**src/rtl/lc3_pkg.sv**
```systemverilog
// Shared SLC-3 definitions: fetch FSM states, opcode map and reset defaults.
package lc3_pkg;

    typedef enum logic [2:0] {
        ST_IDLE  = 3'd0,
        ST_ADDR  = 3'd1,
        ST_WAIT  = 3'd2,
        ST_ISSUE = 3'd3,
        ST_FAULT = 3'd4
    } fetch_state_t;

    localparam logic [3:0] OP_BR   = 4'h0;
    localparam logic [3:0] OP_ADD  = 4'h1;
    localparam logic [3:0] OP_LD   = 4'h2;
    localparam logic [3:0] OP_ST   = 4'h3;
    localparam logic [3:0] OP_JSR  = 4'h4;
    localparam logic [3:0] OP_AND  = 4'h5;
    localparam logic [3:0] OP_LDR  = 4'h6;
    localparam logic [3:0] OP_STR  = 4'h7;
    localparam logic [3:0] OP_RTI  = 4'h8;
    localparam logic [3:0] OP_NOT  = 4'h9;
    localparam logic [3:0] OP_LDI  = 4'hA;
    localparam logic [3:0] OP_STI  = 4'hB;
    localparam logic [3:0] OP_JMP  = 4'hC;
    localparam logic [3:0] OP_RES  = 4'hD;
    localparam logic [3:0] OP_LEA  = 4'hE;
    localparam logic [3:0] OP_TRAP = 4'hF;

    localparam logic [15:0] RESET_PC_DEFAULT = 16'h0000;
    localparam int          TMO_W            = 8;

endpackage

```
**src/rtl/ir_field_decode.sv**
```systemverilog
// Pure combinational slicing of an SLC-3 instruction word into its raw fields.
module ir_field_decode (
    input  logic [15:0] i_ir,
    output logic [3:0]  o_opcode,
    output logic [2:0]  o_dr,
    output logic [2:0]  o_sr1,
    output logic [2:0]  o_sr2,
    output logic [4:0]  o_imm5_field,
    output logic [5:0]  o_offset6_field,
    output logic [8:0]  o_pcoffset9_field,
    output logic [10:0] o_pcoffset11_field
);

    assign o_opcode           = i_ir[15:12];
    assign o_dr               = i_ir[11:9];
    assign o_sr1              = i_ir[8:6];
    assign o_sr2              = i_ir[2:0];
    assign o_imm5_field       = i_ir[4:0];
    assign o_offset6_field    = i_ir[5:0];
    assign o_pcoffset9_field  = i_ir[8:0];
    assign o_pcoffset11_field = i_ir[10:0];

endmodule

```
**src/rtl/ir_fetch_unit.sv**
```systemverilog
// SLC-3 fetch sequencer: PC, IR, memory read handshake with timeout, and
// hold of each instruction until execute reports completion.
module ir_fetch_unit
    import lc3_pkg::*;
#(
    parameter logic [15:0] RESET_PC    = RESET_PC_DEFAULT,
    parameter int          MEM_TIMEOUT = 15
) (
    input  logic        i_clk,
    input  logic        i_reset,
    input  logic        i_run,
    output logic [15:0] o_mem_addr,
    output logic        o_mem_rd,
    input  logic [15:0] i_mem_rdata,
    input  logic        i_mem_ready,
    output logic [15:0] o_ir,
    output logic        o_ir_valid,
    input  logic        i_exec_done,
    input  logic        i_pc_load,
    input  logic [15:0] i_pc_in,
    output logic [15:0] o_pc_out,
    output logic        o_fault,
    output logic [3:0]  o_opcode,
    output logic [2:0]  o_dr,
    output logic [2:0]  o_sr1,
    output logic [2:0]  o_sr2,
    output logic [4:0]  o_imm5_field,
    output logic [5:0]  o_offset6_field,
    output logic [8:0]  o_pcoffset9_field,
    output logic [10:0] o_pcoffset11_field
);

    localparam logic [TMO_W-1:0] TMO_LIMIT = TMO_W'(MEM_TIMEOUT);

    fetch_state_t     r_state, w_state_nxt;
    logic [15:0]      r_pc, r_ir, r_mem_addr;
    logic [TMO_W-1:0] r_count;
    logic [TMO_W-1:0] w_count_inc;

    assign w_count_inc = r_count + 1'b1;

    always_ff @(posedge i_clk) begin
        if (i_reset) r_state <= ST_IDLE;
        else         r_state <= w_state_nxt;
    end

    always_comb begin
        w_state_nxt = r_state;
        case (r_state)
            ST_IDLE:  if (i_run) w_state_nxt = ST_ADDR;
            ST_ADDR:  w_state_nxt = ST_WAIT;
            ST_WAIT: begin
                if (i_mem_ready)                 w_state_nxt = ST_ISSUE;
                else if (w_count_inc == TMO_LIMIT) w_state_nxt = ST_FAULT;
            end
            // run is sampled only at completion, so a dropped run still finishes the issue
            ST_ISSUE: if (i_exec_done) w_state_nxt = i_run ? ST_ADDR : ST_IDLE;
            ST_FAULT: w_state_nxt = ST_FAULT;
            default:  w_state_nxt = ST_IDLE;
        endcase
    end

    always_comb begin
        o_mem_rd   = 1'b0;
        o_ir_valid = 1'b0;
        o_fault    = 1'b0;
        case (r_state)
            ST_WAIT:  o_mem_rd   = 1'b1;
            ST_ISSUE: o_ir_valid = 1'b1;
            ST_FAULT: o_fault    = 1'b1;
            default:  ;
        endcase
    end

    always_ff @(posedge i_clk) begin
        if (i_reset) begin
            r_pc       <= RESET_PC;
            r_ir       <= 16'h0000;
            r_mem_addr <= 16'h0000;
            r_count    <= '0;
        end else begin
            case (r_state)
                ST_ADDR: begin
                    r_mem_addr <= r_pc;
                    r_pc       <= r_pc + 16'd1;
                    r_count    <= '0;
                end
                ST_WAIT: begin
                    if (i_mem_ready) r_ir    <= i_mem_rdata;
                    else             r_count <= w_count_inc;
                end
                ST_ISSUE: if (i_exec_done && i_pc_load) r_pc <= i_pc_in;
                default: ;
            endcase
        end
    end

    assign o_mem_addr = r_mem_addr;
    assign o_ir       = r_ir;
    assign o_pc_out   = r_pc;

    ir_field_decode u_decode (
        .i_ir               (r_ir),
        .o_opcode           (o_opcode),
        .o_dr               (o_dr),
        .o_sr1              (o_sr1),
        .o_sr2              (o_sr2),
        .o_imm5_field       (o_imm5_field),
        .o_offset6_field    (o_offset6_field),
        .o_pcoffset9_field  (o_pcoffset9_field),
        .o_pcoffset11_field (o_pcoffset11_field)
    );

endmodule
```
**config.mk**
```make
export PLATFORM = sky130hd
export DESIGN_NAME = ir_fetch_unit
export DESIGN_NICKNAME = d
export VERILOG_FILES = /design/src/rtl/lc3_pkg.sv /design/src/rtl/ir_field_decode.sv /design/src/rtl/ir_fetch_unit.sv
export SDC_FILE = /design/constraint.sdc
export NUM_CORES = 1
export LEC_CHECK = 0
export CAP_MARGIN = 20
export CORE_MARGIN = 2
export CORE_UTILIZATION = 45
export CTS_CLUSTER_SIZE = 16
export DETAILED_ROUTE_END_ITERATION = 16
export HOLD_SLACK_MARGIN = 0.15
export PLACE_DENSITY_LB_ADDON = 0.1
export SYNTH_ARGS = -nofsm -noshare
export SYNTH_HDL_FRONTEND = slang
export SYNTH_SLANG_ARGS = --single-unit
```
**constraint.sdc**
```tcl
create_clock -name i_clk -period 4 [get_ports i_clk]
set_input_delay 0.8 -clock i_clk [delete_from_list [all_inputs] [get_ports i_clk]]
set_output_delay 0.8 -clock i_clk [all_outputs]
set_load 0.005 [all_outputs]
```
==> impl_summary.log <==
[metrics] status: finished, final reports clean
[metrics] Post-CTS Setup Inserts: 0
[metrics] Congestion Overflow GR: 0
[metrics] worst r2r src: r_state[0]
[metrics] worst min-delay path category: flip-flop to flip-flop
[metrics] core region area: just under 7000 sq um
[metrics] Post-Synthesis Net Count: 468
[metrics] detailed-route wire length per cell: around 14 um
[metrics] Port Buffers: between 100 and 150
[metrics] unrepaired setup endpoints after global routing: false
[metrics] worst hold path endpoint: o_mem_addr[4]
[metrics] number of buffers created by CTS: 9
[metrics] Yosys top cell by area: sky130_fd_sc_hd__dfxtp_1
[metrics] static leakage power: 1.46 nW
[metrics] Layout Area Growth over Synthesis: 38.9%
[metrics] element type at the critical path end: primary output
[metrics] min-delay src: o_mem_addr[4]
[metrics] Reg-to-Reg End: r_count[5]
[metrics] number of antenna violations at the first check in global routing: 0
[metrics] maximum clock rate: about 0.38 GHz
[metrics] MaxCap Viol Count: 0
[metrics] register clock-pin slew on the reported worst setup and hold paths: approximately 0.060 ns
[metrics] via density per instance: approximately 5.2
[metrics] proportion of layout cells with a drive suffix above 1: slightly above 4%
[metrics] vias in the first global route: ~2,800
[metrics] I/O pin count: roughly 130
[metrics] maximum level of the CTS H-tree: 3
[metrics] CTS sink count: 59
[metrics] final-stage net count: about 550
[metrics] Mean Syn Cell Area: between 7 and 8 sq um
[metrics] CP startpoint kind: flip-flop
[metrics] fin crit share: around 66%
[metrics] chip width: between 80 and 90 um
[metrics] post-synthesis async set-or-reset flop share: 0%
[metrics] Final Slew Violations: 0
[metrics] post-route ant nets: 0
[metrics] final worst path period need: between 2 and 3 ns
[metrics] number of failing hold endpoints at the final stage: 0
[metrics] largest net degree at the start of global routing: 52
[metrics] count of state elements after synthesis: a little under 60
[metrics] slack of the worst reg-to-reg path: approximately 1.9 ns
[metrics] Unique masters post-synth: 47
[metrics] most common cell after layout, fill and taps aside: sky130_fd_sc_hd__clkdlybuf4s50_1
[metrics] number of antenna cells inserted: 0
[metrics] EDFF count, synth: 0
[metrics] most common flop cell mapped by yosys: sky130_fd_sc_hd__dfxtp_1
[metrics] worst setup slack after layout: 1.34 ns
[metrics] Req. time, crit path: about 3.2 ns
[metrics] Peak supply drop: 0.203 mV
[metrics] number of cells on the worst hold path: 2
[metrics] overall die area: about 7700 sq um
[metrics] Arrival @ worst endpoint: between 1.5 and 2 ns
[metrics] cell area after technology mapping: around 3200 sq um
[metrics] post-synthesis cell count: around 430
[metrics] Overall Global Routing Usage: between 20% and 30%
[metrics] via count of the routed design: approximately 3,200
[metrics] final HPWL from detailed placement: 5950 um
[metrics] worst slack after detailed placement: 1.35 ns
[metrics] Iter 0 DRT Violations: roughly 130
[metrics] commonest cells after routing, fill and taps aside: sky130_fd_sc_hd__clkdlybuf4s50_1, sky130_fd_sc_hd__nand2_1, sky130_fd_sc_hd__dfxtp_1, sky130_fd_sc_hd__a21oi_1, sky130_fd_sc_hd__nor2_1
[metrics] setup TNS after final layout: 0 ns
[metrics] starting density of the core: a little under half
[metrics] Max-slew headroom: between 30% and 40%
[metrics] count of unresolved DRC violations after routing: 0
[metrics] CTS Hold Bufs: 0
[metrics] CTS tree: built
[metrics] Detailed Route WL: roughly 8400 um
[metrics] clock tree skew after final layout: 0.00700 ns
[metrics] total setup violations reported at the end of the flow: 0
[metrics] cell at the root of the clock tree: sky130_fd_sc_hd__clkbuf_8
[metrics] synthesis warning total: 0
[metrics] area fraction of the dominant cell type after synthesis: between 30% and 40%
[metrics] row count: 30
[metrics] Bufs on Longest Clock Path: 2
[metrics] # placed instances: ~600
[metrics] Final Wtd Congestion: between 0.7 and 0.8
[metrics] CTS resizes: 0
[metrics] type of the worst setup path: flip-flop to primary output
[metrics] worst-path maximum fanout: 21
[metrics] power per cell area: roughly 430 nW/um^2
[metrics] top cells by area, synth: sky130_fd_sc_hd__dfxtp_1, sky130_fd_sc_hd__nand2_1, sky130_fd_sc_hd__buf_4
[metrics] proportion of synthesized chip area in sequential cells: between 30% and 40%
[metrics] final standard cell count with taps included and fillers excluded: ~610
[metrics] worst-margin pin slew: just under 1 ns
[metrics] R2R depth: 5
[metrics] die height: around 88 um
[metrics] first-pass GRT wire length: about 13,000 um
[metrics] number of inserted filler cells in the final layout: between 500 and 600
[metrics] latest clock arrival within the worst-skew pair: 0.33 ns
[metrics] first-pass iteration count of the detailed router: 4
-- worst max path at each step --
stage                     cells after the start   startpoint          to
after floorplan                               5  i_mem_ready  r_state[0]
after global placement                        6  i_mem_ready  r_state[0]
after detailed placement                      6  i_mem_ready  r_state[0]
after CTS                                     4   r_state[2]  o_ir_valid
after global routing                          4   r_state[2]  o_ir_valid
final                                         4   r_state[2]  o_ir_valid
-- routing by layer --
layer	up-vias	track usage (%)	part of all wire, %
li1	1585	-	-
met1	1458	28.0	46
met2	110	35.6	47
met3	5	4.62	6.7
met4	0	7.83	0.37
met5	-	0	0
-- metrics by stage --
step / utilization (%) / hold slack (ns) / total power, W / instance area, sq um
2_1_floorplan: - / 0.453 / 0.00113 / 3160
3_3_place_gp: 61.8 / 0.442 / 0.00137 / 4200
3_5_place_dp: 61.8 / 0.447 / 0.00138 / 4200
4_1_cts: 64.6 / 0.455 / 0.00191 / 4390
5_1_grt: 64.6 / 0.469 / 0.00201 / 4390
6_report: 64.6 / 0.453 / 0.00189 / 4390
-- kinds of logic (layout without fill, tap and decap cells) --
| group | Yosys count | in the layout | synth area share, % |
|---|---|---|---|
| and+or+nand+nor | 188 | 188 | 27.8 |
| AOI/OAI and AO/OA | 102 | 102 | 18.9 |
| buffers and inverters | 73 | 157 | 14.2 |
| DFF | 59 | 59 | 37.4 |
| adders and majority gates | 3 | 3 | 1.19 |
| xor gates and xnor gates | 2 | 2 | 0.555 |
-- power breakdown --
| part | internal (W) | total, W | switching, W |
|---|---|---|---|
| Clock | 0.000305 | 0.000527 | 0.000222 |
| Sequential | 0.000642 | 0.000732 | 0.0000898 |
| Combinational | 0.000313 | 0.000635 | 0.000322 |
| Total | 0.00126 | 0.00189 | 0.000634 |
-- critical path, cell delays in order, from the launching register on --
cell	delay (ns)
sky130_fd_sc_hd__dfxtp_1	0.54
sky130_fd_sc_hd__nand3b_1	0.16
sky130_fd_sc_hd__buf_4	0.25
sky130_fd_sc_hd__clkinv_1	0.11
sky130_fd_sc_hd__clkdlybuf4s50_1	0.45
-- final cells by class --
| class | instances | area, sq um | area share (%) |
|---|---|---|---|
| clock buffers | 14 | 153 | 3.48 |
| inverters | 4 | 15.0 | 0.342 |
| multi-input cells | 295 | 1530 | 34.9 |
| clock inverters | 2 | 35.0 | 0.798 |
| flip-flops and latches | 59 | 1180 | 26.9 |
| repair buffers | 137 | 1350 | 30.9 |
| well taps | 96 | 120 | 2.74 |
-- sequential cells by signal, indices dropped and copies added, names as in the netlist --
name        count
r_state         3
o_ir           16
r_count         8
o_pc_out       16
o_mem_addr     16
-- synthesized netlist by cell type (4+ instances only) --
| cell | instances |
|---|---|
| sky130_fd_sc_hd__o31ai_1 | 5 |
| sky130_fd_sc_hd__buf_2 | 7 |
| sky130_fd_sc_hd__and4_1 | 4 |
| sky130_fd_sc_hd__nor2_1 | 33 |
| sky130_fd_sc_hd__a21oi_1 | 56 |
| sky130_fd_sc_hd__nand2_1 | 95 |
| sky130_fd_sc_hd__and2_1 | 6 |
| sky130_fd_sc_hd__a31oi_1 | 5 |
| sky130_fd_sc_hd__nor3_1 | 7 |
| sky130_fd_sc_hd__nand2b_1 | 4 |
| sky130_fd_sc_hd__buf_4 | 44 |
| sky130_fd_sc_hd__dfxtp_1 | 59 |
| sky130_fd_sc_hd__nand3_1 | 14 |
| sky130_fd_sc_hd__a22oi_1 | 4 |
| sky130_fd_sc_hd__clkbuf_1 | 17 |
| sky130_fd_sc_hd__o21ai_0 | 15 |
Note: power is estimated with default switching activity, not from simulation.
